===== src/rtl/calc_pkg.sv =====
// calc_pkg -- shared types for the calculator core.
//   calc_op_e    : operator key codes (ADD=0, SUB=1, MUL=2, DIV=3, NEG=4).
//   calc_state_e : calculator FSM states.
//   is_binop()   : true for opcodes that take two operands in this build.
// Build option: CALC_DIV_EN enables the DIV opcode. Without it DIV is an unused code.
package calc_pkg;

  typedef enum logic [2:0] {
    ADD = 3'd0,
    SUB = 3'd1,
    MUL = 3'd2,
    DIV = 3'd3,
    NEG = 3'd4
  } calc_op_e;

  typedef enum logic [2:0] {
    IDLE    = 3'd0,
    ENTRY_A = 3'd1,
    OP_SEL  = 3'd2,
    ENTRY_B = 3'd3,
    RESULT  = 3'd4,
    ERROR   = 3'd5
  } calc_state_e;

  function automatic logic is_binop(input logic [2:0] code);
`ifdef CALC_DIV_EN
    return (code == ADD) || (code == SUB) || (code == MUL) || (code == DIV);
`else
    return (code == ADD) || (code == SUB) || (code == MUL);
`endif
  endfunction

endpackage


===== src/rtl/calc_alu.sv =====
// calc_alu -- combinational signed arithmetic for the calculator.
//   a_i, b_i : signed WIDTH-bit operands
//   op_i     : operator (ADD/SUB/MUL, DIV only when CALC_DIV_EN is defined)
//   res_o    : WIDTH-bit result (meaningful only when ovf_o=0)
//   ovf_o    : result outside +/-(2^(WIDTH-1)-1), or divide by zero
// Build option: CALC_DIV_EN adds a signed divider (truncating toward zero).
module calc_alu
  import calc_pkg::*;
#(
  parameter int WIDTH = 16
) (
  input  logic signed [WIDTH-1:0] a_i,
  input  logic signed [WIDTH-1:0] b_i,
  input  calc_op_e                op_i,
  output logic signed [WIDTH-1:0] res_o,
  output logic                    ovf_o
);

  localparam int WW = 2 * WIDTH;
  // Symmetric range: -2^(WIDTH-1) is excluded so every result has a displayable magnitude.
  localparam logic signed [WW-1:0] LIMIT = {{(WIDTH + 1){1'b0}}, {(WIDTH - 1){1'b1}}};

  logic signed [WW-1:0] a_w;
  logic signed [WW-1:0] b_w;
  logic signed [WW-1:0] wide;

  always_comb begin
    a_w   = {{WIDTH{a_i[WIDTH-1]}}, a_i};
    b_w   = {{WIDTH{b_i[WIDTH-1]}}, b_i};
    wide  = '0;
    ovf_o = 1'b0;
    case (op_i)
      ADD:     wide = a_w + b_w;
      SUB:     wide = a_w - b_w;
      MUL:     wide = a_w * b_w;
`ifdef CALC_DIV_EN
      DIV: begin
        if (b_w == '0) ovf_o = 1'b1;
        else           wide  = a_w / b_w;
      end
`endif
      default: wide = '0;
    endcase
    if ((wide > LIMIT) || (wide < -LIMIT)) ovf_o = 1'b1;
    res_o = wide[WIDTH-1:0];
  end

endmodule


===== src/rtl/calc_core.sv =====
// calc_core -- keypad calculator: decimal entry, one binary op, enter, chaining.
//   clk, nrst          : clock (rising edge), asynchronous active-low reset
//   key_strobe         : qualifies is_dig/digit, is_op/opcode, is_enter, is_clear
//                        (priority clear > enter > op > digit)
//   disp_mag, disp_neg : display magnitude and sign (registered)
//   err                : high while in ERROR
//   result_valid       : one-cycle pulse, the cycle after an enter produces a result
//   dbg_state          : current FSM state, for observation only
// Handshake: a key is consumed on every clk edge where key_strobe=1; there is no
// back-pressure. result_valid has no ready: it is a pulse that coincides with the
// display first showing the new result.
// Build option: CALC_DIV_EN enables the DIV opcode.
module calc_core
  import calc_pkg::*;
#(
  parameter int WIDTH      = 16,
  parameter int MAX_DIGITS = 4
) (
  input  logic             clk,
  input  logic             nrst,
  input  logic             key_strobe,
  input  logic             is_dig,
  input  logic [3:0]       digit,
  input  logic             is_op,
  input  logic [2:0]       opcode,
  input  logic             is_enter,
  input  logic             is_clear,
  output logic [WIDTH-2:0] disp_mag,
  output logic             disp_neg,
  output logic             err,
  output logic             result_valid,
  output calc_state_e      dbg_state
);

  localparam int CW = $clog2(MAX_DIGITS + 1);

  calc_state_e             state_q, state_d;
  calc_op_e                op_q, op_d;
  logic signed [WIDTH-1:0] entry_q, entry_d;
  logic signed [WIDTH-1:0] a_q, a_d;
  logic signed [WIDTH-1:0] result_q, result_d;
  logic [CW-1:0]           count_q, count_d;
  logic [WIDTH-2:0]        disp_mag_q, disp_mag_d;
  logic                    disp_neg_q, disp_neg_d;
  logic                    err_q, err_d;
  logic                    rv_q, rv_d;

  logic signed [WIDTH-1:0] alu_res;
  logic                    alu_ovf;
  logic signed [WIDTH-1:0] disp_val;

  // B is always the live entry; the ALU result is only used on enter in ENTRY_B.
  calc_alu #(.WIDTH(WIDTH)) u_alu (
    .a_i   (a_q),
    .b_i   (entry_q),
    .op_i  (op_q),
    .res_o (alu_res),
    .ovf_o (alu_ovf)
  );

  always_comb begin
    state_d  = state_q;
    op_d     = op_q;
    entry_d  = entry_q;
    a_d      = a_q;
    result_d = result_q;
    count_d  = count_q;
    rv_d     = 1'b0;

    if (key_strobe) begin
      if (is_clear) begin
        state_d  = IDLE;
        op_d     = ADD;
        entry_d  = '0;
        a_d      = '0;
        result_d = '0;
        count_d  = '0;
      end else if (is_enter) begin
        if (state_q == ENTRY_A) begin
          result_d = entry_q;
          state_d  = RESULT;
          rv_d     = 1'b1;
        end else if (state_q == ENTRY_B) begin
          if (alu_ovf) begin
            state_d = ERROR;
          end else begin
            result_d = alu_res;
            state_d  = RESULT;
            rv_d     = 1'b1;
          end
        end
      end else if (is_op) begin
        if (opcode == NEG) begin
          if ((state_q == ENTRY_A) || (state_q == ENTRY_B)) entry_d = -entry_q;
        end else if (is_binop(opcode)) begin
          case (state_q)
            ENTRY_A, RESULT: begin
              // Chaining from RESULT reuses the last result as the new A.
              a_d     = (state_q == RESULT) ? result_q : entry_q;
              op_d    = calc_op_e'(opcode);
              entry_d = '0;
              count_d = '0;
              state_d = OP_SEL;
            end
            OP_SEL:  op_d = calc_op_e'(opcode);
            default: ;
          endcase
        end
      end else if (is_dig && (digit <= 4'd9)) begin
        case (state_q)
          IDLE, OP_SEL, RESULT: begin
            entry_d = WIDTH'(digit);
            count_d = CW'(1);
            state_d = (state_q == OP_SEL) ? ENTRY_B : ENTRY_A;
          end
          ENTRY_A, ENTRY_B: begin
            if (count_q != CW'(MAX_DIGITS)) begin
              entry_d = entry_q * WIDTH'(10) + WIDTH'(digit);
              count_d = count_q + CW'(1);
            end
          end
          default: ;
        endcase
      end
    end

    // Display follows the next state so it lands together with result_valid.
    case (state_d)
      ENTRY_A, ENTRY_B: disp_val = entry_d;
      OP_SEL:           disp_val = a_d;
      RESULT:           disp_val = result_d;
      default:          disp_val = '0;
    endcase
    disp_neg_d = disp_val[WIDTH-1];
    disp_mag_d = disp_neg_d ? (WIDTH-1)'(-disp_val) : disp_val[WIDTH-2:0];
    err_d      = (state_d == ERROR);
  end

  always_ff @(posedge clk or negedge nrst) begin
    if (!nrst) begin
      state_q    <= IDLE;
      op_q       <= ADD;
      entry_q    <= '0;
      a_q        <= '0;
      result_q   <= '0;
      count_q    <= '0;
      disp_mag_q <= '0;
      disp_neg_q <= 1'b0;
      err_q      <= 1'b0;
      rv_q       <= 1'b0;
    end else begin
      state_q    <= state_d;
      op_q       <= op_d;
      entry_q    <= entry_d;
      a_q        <= a_d;
      result_q   <= result_d;
      count_q    <= count_d;
      disp_mag_q <= disp_mag_d;
      disp_neg_q <= disp_neg_d;
      err_q      <= err_d;
      rv_q       <= rv_d;
    end
  end

  assign disp_mag     = disp_mag_q;
  assign disp_neg     = disp_neg_q;
  assign err          = err_q;
  assign result_valid = rv_q;
  assign dbg_state    = state_q;

endmodule


===== config.mk =====
export PLATFORM = sky130hd
export DESIGN_NAME = calc_core
export DESIGN_NICKNAME = d
export VERILOG_FILES = /design/src/rtl/calc_pkg.sv /design/src/rtl/calc_alu.sv /design/src/rtl/calc_core.sv
export SDC_FILE = /design/constraint.sdc
export NUM_CORES = 1
export LEC_CHECK = 0
export BUFFER_PORTS_ARGS = -buffer_cell sky130_fd_sc_hd__buf_2
export CORE_AREA = 2 2 196 179
export CTS_CLUSTER_DIAMETER = 50
export DETAILED_ROUTE_END_ITERATION = 7
export DIE_AREA = 0 0 198 181
export PLACE_DENSITY = 0.74
export SETUP_SLACK_MARGIN = 0.15
export SLEW_MARGIN = 15
export SYNTH_ARGS = -nofsm -noshare
export SYNTH_HDL_FRONTEND = slang
export SYNTH_SLANG_ARGS = --single-unit

===== constraint.sdc =====
create_clock -name clk -period 11 [get_ports clk]
set_input_delay 2.2 -clock clk [delete_from_list [all_inputs] [get_ports clk]]
set_output_delay 2.2 -clock clk [all_outputs]
set_load 0.02 [all_outputs]

# Yosys cells after proc, flatten, opt, wreduce, memory -nomap -nowiden
# Cells that the tools add are included.
# W data, S select, Z words.
# totals
register_bits	75
wordCells	125
output_inout_bits	21
inputBits	14
# classes
eq_ne	21
mul	2
reduce_logical	20
n_mux	63
add_sub_neg	6
n_lt_le_gt_ge	3
# op_table
cell	count
$mux W16	24
$pmux W32 S3	1
$mux W3	25
$pmux W16 S3	1
$gt A32 B16 Y1 const B	1
$lt A32 B16 Y1 const B	1
$mul A16 B16 Y32	1
$pmux W16 S2	1
$eq A3 B2 Y1 const B	6
$add A16 B16 Y17	1
$sub A16 B16 Y17	1
$add A16 B4 Y16	1
$mul A16 B3 Y15 const B	1
$neg A16 Y16	1
$mux W15	1
$neg A15 Y15	1
$eq A3 B1 Y1 const B	4
$eq A3 B3 Y1 const B	4
$logic_not A3 Y1	3
$mux W1	8
$reduce_and A8 Y1	1
$ne A3 B1 Y1 const B	2
$ne A3 B3 Y1 const B	2
$pmux W3 S2	1
14 further kinds	22

# Depth between registers and ports, before layout
# logic_depth
word_depth	16
ltp_mapped	37
mapped_depth_nobuf	33

# Cells and area by module
# Synthesis repeated with hierarchy kept, for this count alone.
# unflattened
hier_cells	2205
area_unflattened_um2	18403.9
# modules_own_cells
mod	seq_area_each_um2	cells_each	area_each_um2	n_inst
calc_alu	0.0	1467	12223.0	1
calc_core	1876.8	738	6180.9	1

# Least setup slack after synthesis
# OpenSTA, ideal clock, no wires.
# synth_path
kind	reg-to-reg
startpoint	register entry_q[3]
endpoint	register disp_mag_q[14] (netlist: disp_mag[14])
path_slack_ns	2.001
period_less_slack_ns	8.999
path_buffers	4
path_stages_with_launch	32
required_ns	10.931
t_arrival_ns	8.930
cell_sequence	dfrtp_1 > clkbuf_1 > clkbuf_1 > nand2_1 > fa_1 > inv_1 > fa_1 > fa_1 > fa_1 > fa_1 > inv_1 > fa_1 > inv_1 > ha_1 > clkbuf_1 > nand2_1 > o21ai_0 > nor2_1 > a311oi_1 > mux2i_1 > nor3_1 > or4b_4 > o31a_1 > buf_6 > mux2_4 > a222oi_1 > a2bb2oi_2 > ha_1 > inv_1 > nand4bb_1 > or4_1 > nand3_1
# synth_between
elab_chain_cells	16
word_cells_on_any_way	50
cone_classes	add/sub (5); mul (2); order compare (2); eq/ne (4); mux (35); reduce/logical (2)
# synth_rtl
item	line_no	source
start, declared	calc_core.sv:39	logic signed [WIDTH-1:0] entry_q, entry_d;
start signal, assigned	calc_core.sv:154	entry_q <= entry_d;
$mul A16 B16 Y32 (tied with other cells)	calc_alu.sv:35	MUL: wide = a_w * b_w;
$pmux W32 S3	calc_alu.sv:32	case (op_i)
$gt A32 B16 Y1 / $lt A32 B16 Y1 (equally long branches)	calc_alu.sv:44	if ((wide > LIMIT) || (wide < -LIMIT)) ovf_o = 1'b1;
$logic_or A1 B1 Y1	calc_alu.sv:44	
$mux W1	calc_alu.sv:44	
$mux W1	calc_core.sv:84	if (alu_ovf) begin
$mux W3	calc_core.sv:83	end else if (state_q == ENTRY_B) begin
$mux W3	calc_core.sv:79	if (state_q == ENTRY_A) begin
$mux W3	calc_core.sv:78	end else if (is_enter) begin
$mux W3	calc_core.sv:71	if (is_clear) begin
$mux W3	calc_core.sv:70	if (key_strobe) begin
$eq A3 B1 Y1 / $eq A3 B2 Y1 (equally long branches)	calc_core.sv:128	case (state_d)
$reduce_or A2 Y1	calc_core.sv:128	
$pmux W16 S3 *	calc_core.sv:128	
$neg A15 Y15	calc_core.sv:135	disp_mag_d = disp_neg_d ? (WIDTH-1)'(-disp_val) : disp_val[WIDTH-2:0];
$mux W15 *	calc_core.sv:135	
net disp_mag_d[14]	calc_core.sv:43	logic [WIDTH-2:0] disp_mag_q, disp_mag_d;
end signal, assigned	calc_core.sv:158	disp_mag_q <= disp_mag_d;
end, declared	calc_core.sv:43	
# Mark *: on every way through the listed nets, which the timed path passes. The rest lies on a longest branch.
# A chain may end at the register's enable or synchronous reset.

# Worst setup path in the final report
# layout_path
startpoint	register a_q[7]
endpoint	register disp_mag_q[14] (netlist: disp_mag[14])
# layout_between
elab_chain_cells	16
word_cells_on_any_way	35
cone_classes	add/sub (3); mul (1); order compare (2); eq/ne (4); mux (23); reduce/logical (2)
# layout_rtl
item	line_no	source
start, declared	calc_core.sv:40	logic signed [WIDTH-1:0] a_q, a_d;
start signal, assigned	calc_core.sv:144	a_q <= '0;
start signal, assigned	calc_core.sv:155	a_q <= a_d;
$mul A16 B16 Y32 (tied with other cells)	calc_alu.sv:35	
$pmux W32 S3	calc_alu.sv:32	
$gt A32 B16 Y1 / $lt A32 B16 Y1 (equally long branches)	calc_alu.sv:44	
$logic_or A1 B1 Y1	calc_alu.sv:44	
$mux W1	calc_alu.sv:44	
$mux W1	calc_core.sv:84	
$mux W3	calc_core.sv:83	
$mux W3	calc_core.sv:79	
$mux W3	calc_core.sv:78	
$mux W3	calc_core.sv:71	
$mux W3	calc_core.sv:70	
$eq A3 B1 Y1 / $eq A3 B2 Y1 (equally long branches)	calc_core.sv:128	
$reduce_or A2 Y1	calc_core.sv:128	
$pmux W16 S3 *	calc_core.sv:128	
$neg A15 Y15	calc_core.sv:135	
$mux W15 *	calc_core.sv:135	
net disp_mag_d[14]	calc_core.sv:43	
# Marked as above.

==> flow_summary.json <==
{
  "drive_gt1_share_pct": 5.49,
  "maxCapViolations": 0,
  "rsz0062_at_grt": "no",
  "synth_edf_count": 0,
  "start_util_pct": 54.4,
  "cts_made_buffers": 9,
  "grt_overflow": 0,
  "synth_cell_type_count": 97,
  "remaining_drc_errors": 0,
  "dr.pass1.iters": 7,
  "ys_ff_latch": 75,
  "cts_buffer_depth": 2,
  "io_buffers": 34,
  "fin_nets": 2606,
  "vdd_drop_max_mv": 0.0822,
  "gp_congestion": 0.990,
  "synth_ff_type": "dfrtp_1",
  "synth.cell_area_um2": 18300,
  "syn_to_final_growth_pct": 4.54,
  "yosys.area_share.adder_pct": 38.9,
  "post_cts_buffers": 0,
  "dp.final_hpwl_um": 46900,
  "p_int_w": 0.000828,
  "wl_um": 59100,
  "postRouteAntennaNets": 0,
  "max_clock_freq_mhz": 97.6,
  "drv_slew": 0,
  "grt_pass1_vias": 16386,
  "final_common_cell": "inv_1",
  "netlist_instances": 2225,
  "async_flop_share_pct": 100,
  "tightestPinTransition_ns": 1.17,
  "outcome": "completed",
  "htreeDepth": 3,
  "antenna_found_initial": 1,
  "wl_per_cell_um": 22.3,
  "fin_crit_ns": 10.25,
  "synth_top_family_by_area": "adder cells",
  "switchingPower_w": 0.000869,
  "fin_ws_ns": 0.753,
  "drt_iter0_markers": 2085,
  "die_y_um": 181,
  "die_w_um": 198,
  "seqPwrFrac_pct": 22.3,
  "setup_viol": 0,
  "die-area_um2": 35800,
  "final_cell_mix": "inv_1 (356), fa_1 (266), nand2_1 (225)",
  "yosys_warnings": 0,
  "final_area_um2": 19200,
  "worstPathArrival_ns": 10.53,
  "path_class": "flip-flop to flip-flop",
  "ios": 35,
  "skew_ns": 0.0121,
  "crit_path_frequent_cell": "inv_1",
  "antennaDiodeCount": 0,
  "syn-num-nets": 2650,
  "holdBufCountCts": 0,
  "power.share.clock_pct": 18.6,
  "synth-xor-area-share_pct": 3.30,
  "fin_setup_tns_ns": 0,
  "slew_headroom_pct": 21.8,
  "hold_path_class": "flip-flop to flip-flop",
  "period_share_pct": 93.2,
  "cp_data_required_time_ns": 11.28,
  "synth_compound_area_share_pct": 18.7,
  "synthMuxAreaShare_pct": 0.743,
  "cts_root_buf": "clkbuf_16",
  "clkSinkCount": 75,
  "grt_max_degree": 76,
  "path_clk_slew_ns": 0.07,
  "place_area_um2": 18900,
  "syn_avg_cell_area_um2": 8.24,
  "pre_cts_slack_ns": 0.522,
  "grt_pass1_wl_um": 92100,
  "cpPeakStageDelay_ns": 0.86,
  "p_leak_nw": 9.50,
  "clkLatencyLatePin_ns": 0.35,
  "grt_usage_pct": 33.4,
  "crit_path_max_fanout": 18,
  "synth-simple-area-share_pct": 18.2,
  "hold_violations": 0,
  "powerDensity_nw_per_um2": 88.4,
  "coreArea_um2": 33700,
  "tritoncts": "yes",
  "yosysSeqAreaShare_pct": 10.2,
  "slowest_stage": "dfrtp_1",
  "std_cell_rows": 64,
  "ff2ff_path_depth": 32,
  "comb_power_share_pct": 59.1,
  "startpoint_type": "flip-flop",
  "hold_path_depth": 2,
  "p_sw_share_pct": 51.2,
  "num_vias": 16690,
  "routed_via_density": 6.30,
  "end_kind": "flip-flop"
}
repair_timing:
| item | in CTS | in global routing |
|---|---|---|
| endpoints found under the setup margin | 0 | 11 |
| hold endpoints to repair | 0 | 0 |
| resized for setup | 0 | 4 |
final timing paths:
path | slack, ns | start | end
max reg2reg | 0.75 | a_q[7]$_DFF_PN0_ | disp_mag[14]$_DFF_PN0_
min reg2reg | 0.52 | count_q[1]$_DFFE_PN0P_ | count_q[1]$_DFFE_PN0P_
min in group asynchronous | 2.02 | nrst | disp_mag[0]$_DFF_PN0_
max | 0.75 | a_q[7]$_DFF_PN0_ | disp_mag[14]$_DFF_PN0_
min | 0.52 | count_q[1]$_DFFE_PN0P_ | count_q[1]$_DFFE_PN0P_
max in group asynchronous | 8.36 | nrst | entry_q[8]$_DFF_PN0_
registers in the layout (all words and copies together), names as in the netlist:
name          count
a_q              16
count_q           3
dbg_state         3
disp_mag         15
disp_neg          1
entry_q          16
err               1
op_q              3
result_q         16
result_valid      1
kinds of logic (layout without fill, tap and decap cells):
logic type                 Yosys count  count (layout)
AOI/OAI and AO/OA                  503             503
and+or+nand+nor                    676             676
adders and majority gates          411             411
DFF                                 75              75
muxes                               13              13
buffers and inverters              481             442
xor gates and xnor gates            66              66
power by group through the flow:
stage                     Combinational [W]  Clock [W]  Sequential, W
after CTS                          0.000972   0.000317       0.000373
after floorplan                    0.000680          0       0.000356
final                               0.00100   0.000315       0.000378
after detailed placement           0.000967          0       0.000378
after global routing                0.00108   0.000328       0.000380
after global placement             0.000956          0       0.000377
critical path: cells and delay by family (launching register included):
family          cells  cell delay (ns)
compound gates      7             2.42
xor+xnor            1             0.18
simple gates        7             1.82
flops               1             0.86
fa+ha+maj           9             4.20
buf+inv             8             0.66
layer usage:
layer | up-vias | share of wire, % | GRT usage, %
met2 | 911 | 44 | 49.9
li1 | 7339 | - | -
met5 | - | 0.022 | 0
met4 | 2 | 3.7 | 11.2
met3 | 160 | 11 | 7.99
met1 | 8278 | 41 | 47.8
layout make-up:
cell class                 instances  area [µm²]
inverter                         359        1350
fill                            3079       14500
clock buffer                      10         239
timing repair buffer              67         420
sequential                        75        1880
clock inverter                     6        73.8
tap                              462         578
multi-input combinational       1669       14600
synthesized netlist by cell type, types with 12 or more instances:
cell | count | area (µm²)
a211oi_1 | 22 | 165
a21o_1 | 19 | 143
a21oi_1 | 108 | 541
a22oi_1 | 21 | 158
a31oi_1 | 20 | 125
and2_1 | 102 | 638
and3_1 | 17 | 106
clkbuf_1 | 106 | 398
dfrtp_1 | 75 | 1880
fa_1 | 266 | 5330
ha_1 | 145 | 1810
inv_1 | 356 | 1340
nand2_1 | 225 | 845
nand2b_1 | 19 | 119
nand3_1 | 39 | 195
nand4_1 | 20 | 125
nor2_1 | 132 | 495
nor2b_1 | 13 | 81.3
nor3_1 | 44 | 220
o211ai_1 | 21 | 158
o21a_1 | 16 | 120
o21ai_0 | 104 | 521
o22a_1 | 18 | 158
o22ai_1 | 25 | 156
o31ai_1 | 12 | 90.1
or3_1 | 13 | 81.3
xnor2_1 | 40 | 350
xor2_1 | 24 | 210
stage by stage:
stage / util, % / hold WS, ns / power (W) / instances
floorplan: - / 0.475 / 0.00104 / 2225
global placement: 55.9 / 0.498 / 0.00133 / 2632
detailed placement: 55.9 / 0.511 / 0.00134 / 2632
CTS: 56.9 / 0.530 / 0.00166 / 2648
global route: 56.9 / 0.555 / 0.00179 / 2648
finish: 56.9 / 0.522 / 0.00170 / 2648
(Power assumes the default switching activity.)
